==> src/rtl/serial_to_parallel_sync_pkg.sv <==
// Shared symbol-level definitions for the receive deserializer: comma value,
// alignment FSM encoding and counter sizing.
package serial_to_parallel_sync_pkg;

  localparam int SYM_W = 8;
  localparam logic [SYM_W-1:0] COMMA_SYM = 8'hBC;
  localparam int BC_LOCK_DEF = 4;
  localparam int BC_CNT_W = 4;

  typedef enum logic [1:0] {
    HUNT   = 2'd0,
    ALIGN  = 2'd1,
    LOCKED = 2'd2
  } state_t;

  function automatic int cnt_w(input int width);
    return (width <= 1) ? 1 : $clog2(width);
  endfunction

endpackage

==> src/rtl/serial_to_parallel_sync.sv <==
// Serial-to-parallel deserializer: hunts for comma alignment, locks after BC_LOCK
// aligned commas, then emits one symbol per DATA_WIDTH clocks with a per-symbol valid level.
module serial_to_parallel_sync
  import serial_to_parallel_sync_pkg::*;
#(
  parameter int                    DATA_WIDTH = SYM_W,
  parameter logic [DATA_WIDTH-1:0] COMMA      = COMMA_SYM,
  parameter int                    BC_LOCK    = BC_LOCK_DEF
) (
  input  logic                  clk8f,
  input  logic                  reset,
  input  logic                  data_in,
  output logic [DATA_WIDTH-1:0] data_out,
  output logic                  valid_out,
  output logic                  active
);

  localparam int CNT_W = cnt_w(DATA_WIDTH);
  localparam logic [CNT_W-1:0]    LAST_BIT = CNT_W'(DATA_WIDTH - 1);
  localparam logic [BC_CNT_W-1:0] LOCK_CNT = BC_CNT_W'(BC_LOCK);

  state_t                state_q, state_d;
  logic [DATA_WIDTH-1:0] sr_q;
  logic [CNT_W-1:0]      bit_cnt_q, bit_cnt_d;
  logic [BC_CNT_W-1:0]   bc_cnt_q, bc_cnt_d, bc_inc;
  logic [DATA_WIDTH-1:0] data_d;
  logic                  valid_d, active_d;

  logic [DATA_WIDTH-1:0] win;
  logic                  is_comma, boundary;

  assign win      = {sr_q[DATA_WIDTH-2:0], data_in};
  assign is_comma = (win == COMMA);
  assign boundary = (bit_cnt_q == LAST_BIT);
  assign bc_inc   = (bc_cnt_q >= LOCK_CNT) ? LOCK_CNT : bc_cnt_q + 1'b1;

  always_comb begin
    // NOTE: every output of this block gets a default first, so no path can infer a latch.
    state_d   = state_q;
    bit_cnt_d = bit_cnt_q;
    bc_cnt_d  = bc_cnt_q;
    data_d    = data_out;
    valid_d   = valid_out;
    active_d  = active;

    case (state_q)
      ALIGN: begin
        bit_cnt_d = boundary ? '0 : bit_cnt_q + 1'b1;
        if (boundary) begin
          if (is_comma) begin
            bc_cnt_d = bc_inc;
            if (bc_inc == LOCK_CNT) begin
              state_d  = LOCKED;
              active_d = 1'b1;
            end
          end else begin
            // Broken run: search restarts on the next edge's window, not inside this symbol.
            state_d   = HUNT;
            bc_cnt_d  = '0;
            bit_cnt_d = '0;
          end
        end
      end

      LOCKED: begin
        bit_cnt_d = boundary ? '0 : bit_cnt_q + 1'b1;
        if (boundary) begin
          if (is_comma) begin
            valid_d = 1'b0;
          end else begin
            data_d  = win;
            valid_d = 1'b1;
          end
        end
      end

      default: begin
        // HUNT, and the unused encoding which behaves as HUNT.
        state_d   = HUNT;
        bit_cnt_d = '0;
        bc_cnt_d  = '0;
        if (is_comma) begin
          bc_cnt_d = BC_CNT_W'(1);
          if (LOCK_CNT == BC_CNT_W'(1)) begin
            state_d  = LOCKED;
            active_d = 1'b1;
          end else begin
            state_d = ALIGN;
          end
        end
      end
    endcase
  end

  // NOTE: sequential state uses non-blocking assignments so all registers sample together.
  always_ff @(posedge clk8f or negedge reset) begin
    if (!reset) begin
      state_q   <= HUNT;
      sr_q      <= '0;
      bit_cnt_q <= '0;
      bc_cnt_q  <= '0;
    end else begin
      state_q   <= state_d;
      sr_q      <= win;
      bit_cnt_q <= bit_cnt_d;
      bc_cnt_q  <= bc_cnt_d;
    end
  end

  always_ff @(posedge clk8f or negedge reset) begin
    if (!reset) begin
      data_out  <= '0;
      valid_out <= 1'b0;
      active    <= 1'b0;
    end else begin
      data_out  <= data_d;
      valid_out <= valid_d;
      active    <= active_d;
    end
  end

endmodule

==> config.mk <==
export PLATFORM = sky130hd
export DESIGN_NAME = serial_to_parallel_sync
export DESIGN_NICKNAME = d
export VERILOG_FILES = /design/src/rtl/serial_to_parallel_sync_pkg.sv /design/src/rtl/serial_to_parallel_sync.sv
export SDC_FILE = /design/constraint.sdc
export NUM_CORES = 1
export LEC_CHECK = 0
export ABC_AREA = 1
export BUFFER_PORTS_ARGS = -buffer_cell sky130_fd_sc_hd__buf_4
export CORE_MARGIN = 2
export CORE_UTILIZATION = 59
export DETAILED_ROUTE_END_ITERATION = 10
export PLACE_DENSITY_LB_ADDON = 0.3
export SYNTH_ARGS = -nofsm -noshare
export SYNTH_HDL_FRONTEND = slang
export SYNTH_SLANG_ARGS = --single-unit
==> constraint.sdc <==
create_clock -name clk8f -period 2.2 [get_ports clk8f]
set_input_delay 0.11 -clock clk8f [delete_from_list [all_inputs] [get_ports clk8f]]
set_output_delay 0.11 -clock clk8f [all_outputs]
set_load 0.02 [all_outputs]
== Word-level counts from Yosys, hierarchy flattened ==
Index checks and enable logic that the tools add are counted.

* Register bits after elaboration: 26
* Word-level logic and storage cells: 39
* ROM bits: 0
* Memories kept: 0
* Input bits: 3
* Bits in latches: 0
* Output and inout port bits: 10
* RAM bits: 0

* Div/mod/pow operators: 0
* Eq/ne operators: 7
* Bitwise operators: 2
* Shift operators: 0
* Muxes and demuxes: 15
* Order comparisons: 1
* Reductions and logical operators: 5
* $add $sub $neg: 2
* Multiply operators: 0

{| class="wikitable"
|+ Operator list
! kind !! count
|-
| $mux W4 || 3
|-
| $mux W3 || 3
|-
| $eq A8 B8 Y1 const B || 1
|-
| $pmux W4 S2 || 1
|-
| $mux W2 || 3
|-
| $pmux W3 S2 || 1
|-
| $reduce_and A3 Y1 || 2
|-
| $add A4 B1 Y4 const B || 1
|-
| $eq A4 B3 Y1 const B || 1
|-
| $ge A4 B3 Y1 const B || 1
|-
| $pmux W2 S2 || 1
|-
| $reduce_and A2 Y1 || 2
|-
| $reduce_and A4 Y1 || 1
|-
| $add A3 B1 Y3 const B || 1
|-
| $eq A3 B3 Y1 const B || 1
|-
| $mux W1 || 3
|-
| $ne A3 B3 Y1 const B || 1
|-
| $eq A2 B1 Y1 const B || 1
|-
| $eq A2 B2 Y1 const B || 1
|-
| $ne A2 B2 Y1 const B || 1
|-
| $not A1 Y1 || 2
|}

== Longest topological paths before layout ==
* Depth in word-level cells: 7
* Mapped depth: 9
* Gate-level depth less buffers: 9

== Worst setup path after synthesis ==
Ideal clock, no wire load.

* Path kind: reg2reg
* Start: register bit_cnt_q[0]
* End: register data_out[1]
* Required time: 2.126 ns
* Buffers on the path: 1
* Data arrival time: 1.255 ns
* Setup slack: 0.871 ns
* Stages on the path, launching flop included: 9
* Path through: dfrtp_1 ha_1 ha_1 nand2_1 clkinv_2 nand2_4 buf_8 nand2_2 o21ai_2

* Cells in the longest elaborated chain, start to end: 2

{| class="wikitable"
|+ Ends and longest elaborated chain
! item !! line !! RTL
|-
| start, declared || serial_to_parallel_sync.sv:24 || <nowiki>logic [CNT_W-1:0] bit_cnt_q, bit_cnt_d;</nowiki>
|-
| start signal, assigned || serial_to_parallel_sync.sv:105 || <nowiki>bit_cnt_q <= bit_cnt_d;</nowiki>
|-
| $eq A3 B3 Y1 || serial_to_parallel_sync.sv:34 || <nowiki>assign boundary = (bit_cnt_q == LAST_BIT);</nowiki>
|-
| $reduce_and A3 Y1 (no source line) || -- ||
|-
| end signal, assigned || serial_to_parallel_sync.sv:116 || <nowiki>data_out <= data_d;</nowiki>
|-
| end, declared || serial_to_parallel_sync.sv:13 || <nowiki>output logic [DATA_WIDTH-1:0] data_out,</nowiki>
|}

No other way between the ends.
A chain may end at the register's enable or synchronous reset.

== Worst setup path after layout ==
* Start: register bit_cnt_q[0]
* End: register state_q[1]

* Cells in the longest elaborated chain, start to end: 3

{| class="wikitable"
|+ Ends and longest elaborated chain
! item !! line !! RTL
|-
| $eq A3 B3 Y1 || serial_to_parallel_sync.sv:34 ||
|-
| $ne A2 B2 Y1 (no source line) || -- ||
|-
| $reduce_and A3 Y1 (no source line) || -- ||
|-
| end signal, assigned || serial_to_parallel_sync.sv:103 || <nowiki>state_q <= state_d;</nowiki>
|-
| end, declared || serial_to_parallel_sync.sv:22 || <nowiki>state_t state_q, state_d;</nowiki>
|}

No other way between the ends.

==> results summary <==
The area growth from synthesis to final layout is 13.21%. The switching share of power is 0.2121. The cell-internal power is ~0.00056 W. The area of combinational cells with multiple inputs came out at about 400 um^2. nand2_1 is the most common cell in the netlist. In this run the power spent charging and discharging nets is 0.0001499 W. The maximum fanout encountered on the critical timing path is 8.

Summing all flip-flop and latch instances after layout gives roughly 650 um^2. The maximum resistive drop on vdd is 517.2 uV. The share of synthesized area in the top cell type comes to 0.5771. The first routing iteration left 10 violations. In this run, synthesis inferred 0 flip-flops with an integrated enable.

At the worst endpoint, the required time is 2420 ps. The most instantiated flip-flop cell in the synthesis netlist is dfrtp_1. The share of total power in sequential cells is 0.693. CTS saw 26 sinks. The overall die width came out at ~48 um. In the global route stage, met1 resource usage came out at 0.2611. The worst min-delay path category is in -> async.

The filler cell count is about 140. In the synthesized netlist the async set-or-reset flop fraction comes to 1.000. The overall global routing resource usage came out at 0.1888. The share of final-layout standard cells stronger than drive strength 1 came out at 0.2385.

The remaining routing DRC violations is 0. The commonest cells after synthesis are nand2_1 (27), dfrtp_1 (26), nand3_1 (12), inv_1 (11), nor2_1 (10). The number of vias per cell is ~4.9.

The total count of max-transition violations in the final report came to 0. The HPWL after detailed placement is between 1000 and 1500 um. The cell area that synthesis handed to floorplanning was 1127 um^2. The sum of routed wire length over all layers is 1694 um. The floorplan die area came out at 2276 um^2. Sorting the synthesized cells by area gives the leading types as dfrtp_1 (58%), nand2_1 (9.0%), ha_1 (5.5%), nand3_1 (5.3%), inv_1 (3.7%).

The number of global-route vias before repair is between 600 and 700. The core area came out at ~1800 um^2. The number of H-tree branching levels is 1. The worst setup path is launched from a flip-flop.

Timing would allow up to between 600 and 700 MHz. The largest net degree at the start of global routing is 27. The summed negative setup slack over all endpoints came out at 0 ps. Of the total power, the clock network draws 0.270. The worst hold margin came out at roughly 210 ps. The largest clock skew in the final design came out at 6.036 ps. The clock-pin slew of the registers on the worst-case setup and hold paths is between 100 and 150 ps. In the synthesized netlist, the number of instances is approximately 110.

The final count of negative-setup-slack endpoints came out at 0. In this run, post-CTS repair resized a total of 0 instances. The detailed-routing iteration count for the pre-antenna-repair pass came out at 4.

The number of antenna cells inserted came out at 0. The synthesis warning total is 0. The number of ports placed on the die boundary is 13.

In this run the static leakage power is a little under 0.7 nW. The final critical delay including setup and external delays is 1448 ps. The data arrival time of the critical path came out at between 1500 and 2000 ps. Summing over every cut layer, the via total after detailed routing is roughly 760. The net count after synthesis is between 100 and 150.

The sequential fraction of the synthesis area is 0.5771. The net count of the finished layout came out at 140. The root buffer cell chosen for the clock tree is clkbuf_4. The first global-routing pass estimated between 2000 and 3000 um of wire. The number of hold-slack violations in the final timing report is 0.

The layer flagged by global routing as most heavily used is met2. The number of clock buffers added by TritonCTS is 3. The number of port buffers came out at 12. The worst setup path is of the reg -> reg kind. The initial core utilization is 0.6390. dfrtp_1 takes more of the synthesized area than any other cell.

The number of maximum-capacitance constraint violations is 0. The floorplan step set the die height to 47.71 um. The beginning of the worst register-to-register path is bit_cnt_q[0]. The later-pin clock latency in the skew report is between 300 and 400 ps.

Setup repair after global routing left no endpoint under its margin. STA classifies the critical path endpoint as a flip-flop. The most critical setup path has its startpoint at bit_cnt_q[0]. The final RePlAce weighted congestion came out at around 0.81. The clock passes through at most 2 buffers. Counting distinct cell types in the post-synthesis netlist gives 15. The share of power burned in combinational logic is 0.037. The total power per unit cell area is ~550 nW/um^2. The CTS tree is done. Dividing the detail-routed wire length by the instance count gives about 11 um. The final global-route overflow total is 0. The post-synthesis register bit count came out at 26. In the global route stage, met2 resource usage came out at 0.2933. The worst relative slew slack came out at 0.7911. The flow ran to the end, and the final reports show no timing, DRC or antenna violations. The number of rows in the core area is 15. For the pin with the worst max-slew slack, the measured transition is 313.3 ps. The final period utilization came out at 0.6580.

The number of antenna violations at the first check in global routing is 0. The number of nets with antenna violations after routing came out at 0. The average instance area after synthesis came out at just under 10 um^2. The met3 track demand over resource came out at 0.02264.
[registers in the layout, summed over array words and instances, names as in the netlist]
register,cells
bit_cnt_q,3
valid_out,1
state_q,2
bc_cnt_q,4
data_out,8
sr_q,7
active,1
[cells in the final DEF (no fill, tap or decap), drive strengths merged]
| master | synthesis | final |
|---|---|---|
| dfrtp | 26 | 26 |
| clkinv | 1 | 1 |
| buf | 1 | 12 |
| nor2 | 13 | 13 |
| nand3 | 12 | 12 |
| o21ai | 8 | 8 |
| o21bai | 1 | 1 |
| ha | 5 | 5 |
| inv | 13 | 13 |
| dlygate4sd3 | 0 | 2 |
| nand2 | 34 | 34 |
| clkbuf | 0 | 3 |
[kinds of logic (layout without fill, tap and decap cells)]
kind of cell	after synthesis	in the layout	share of synthesized area
flops	26	26	0.5771
compound gates	9	9	0.05217
fa+ha+maj	5	5	0.05549
buf+inv	15	31	0.06104
simple gates	59	59	0.2542
[metal layers]
layer / vias up / wire length, um
met3: 4 / 55
met5: - / 0
met1: 351 / 825
li1: 395 / -
met4: 0 / 38
met2: 12 / 774
[worst max-delay path, cell delays in order, from the launching register on]
cell     delay [ps]
dfrtp_1         400
ha_1            210
ha_1            220
nor2_1          200
nor2_4           80
nand3_1         100
nand2_1          60
nand2_1          60
inv_1            40
[per-stage QoR]
stage / cell area [um^2] / instances / worst slack (ps) / utilization / total power, W
2_1_floorplan: 1127 / 114 / 871.1 / - / 0.0005082
3_3_place_gp: 1234 / 150 / 808.8 / 0.6993 / 0.0005223
3_5_place_dp: 1234 / 150 / 773.7 / 0.6993 / 0.0005234
4_1_cts: 1276 / 155 / 752.4 / 0.7234 / 0.0007116
5_1_grt: 1276 / 155 / 619.7 / 0.7234 / 0.0007327
6_report: 1276 / 155 / 752.3 / 0.7234 / 0.0007064
[final timing paths]
kind | depth (start not counted) | to | slack, ps
max | 8 | state_q[1] | 750
min | 2 | data_out[6] | 210
max reg2reg | 8 | state_q[1] | 750
min reg2reg | 0 | sr_q[1] | 400
max in group asynchronous | 2 | state_q[0] | 1740
min in group clk8f | 0 | sr_q[1] | 400
[area by class of cell]
class	count	area share
sequential	26	0.5098
multi-input combinational	73	0.3196
timing repair buffer	14	0.08628
inverter	14	0.04216
tap	25	0.02451
clock buffer	3	0.01765
[power groups by stage]
stage,Clock (W),Sequential (W),Combinational (W)
2_1_floorplan,0,0.000498,0.0000106
5_1_grt,0.000211,0.000491,0.0000304
6_report,0.000191,0.000490,0.0000261
4_1_cts,0.000195,0.000490,0.0000272
3_5_place_dp,0,0.000499,0.0000243
3_3_place_gp,0,0.000498,0.0000239
[repair_timing]
action | in CTS | in global routing
hold buffers | 2 | 0
hold endpoints to repair | 27 | 0
buffers inserted | 0 | 0
Power figures use the tool's default switching activity.
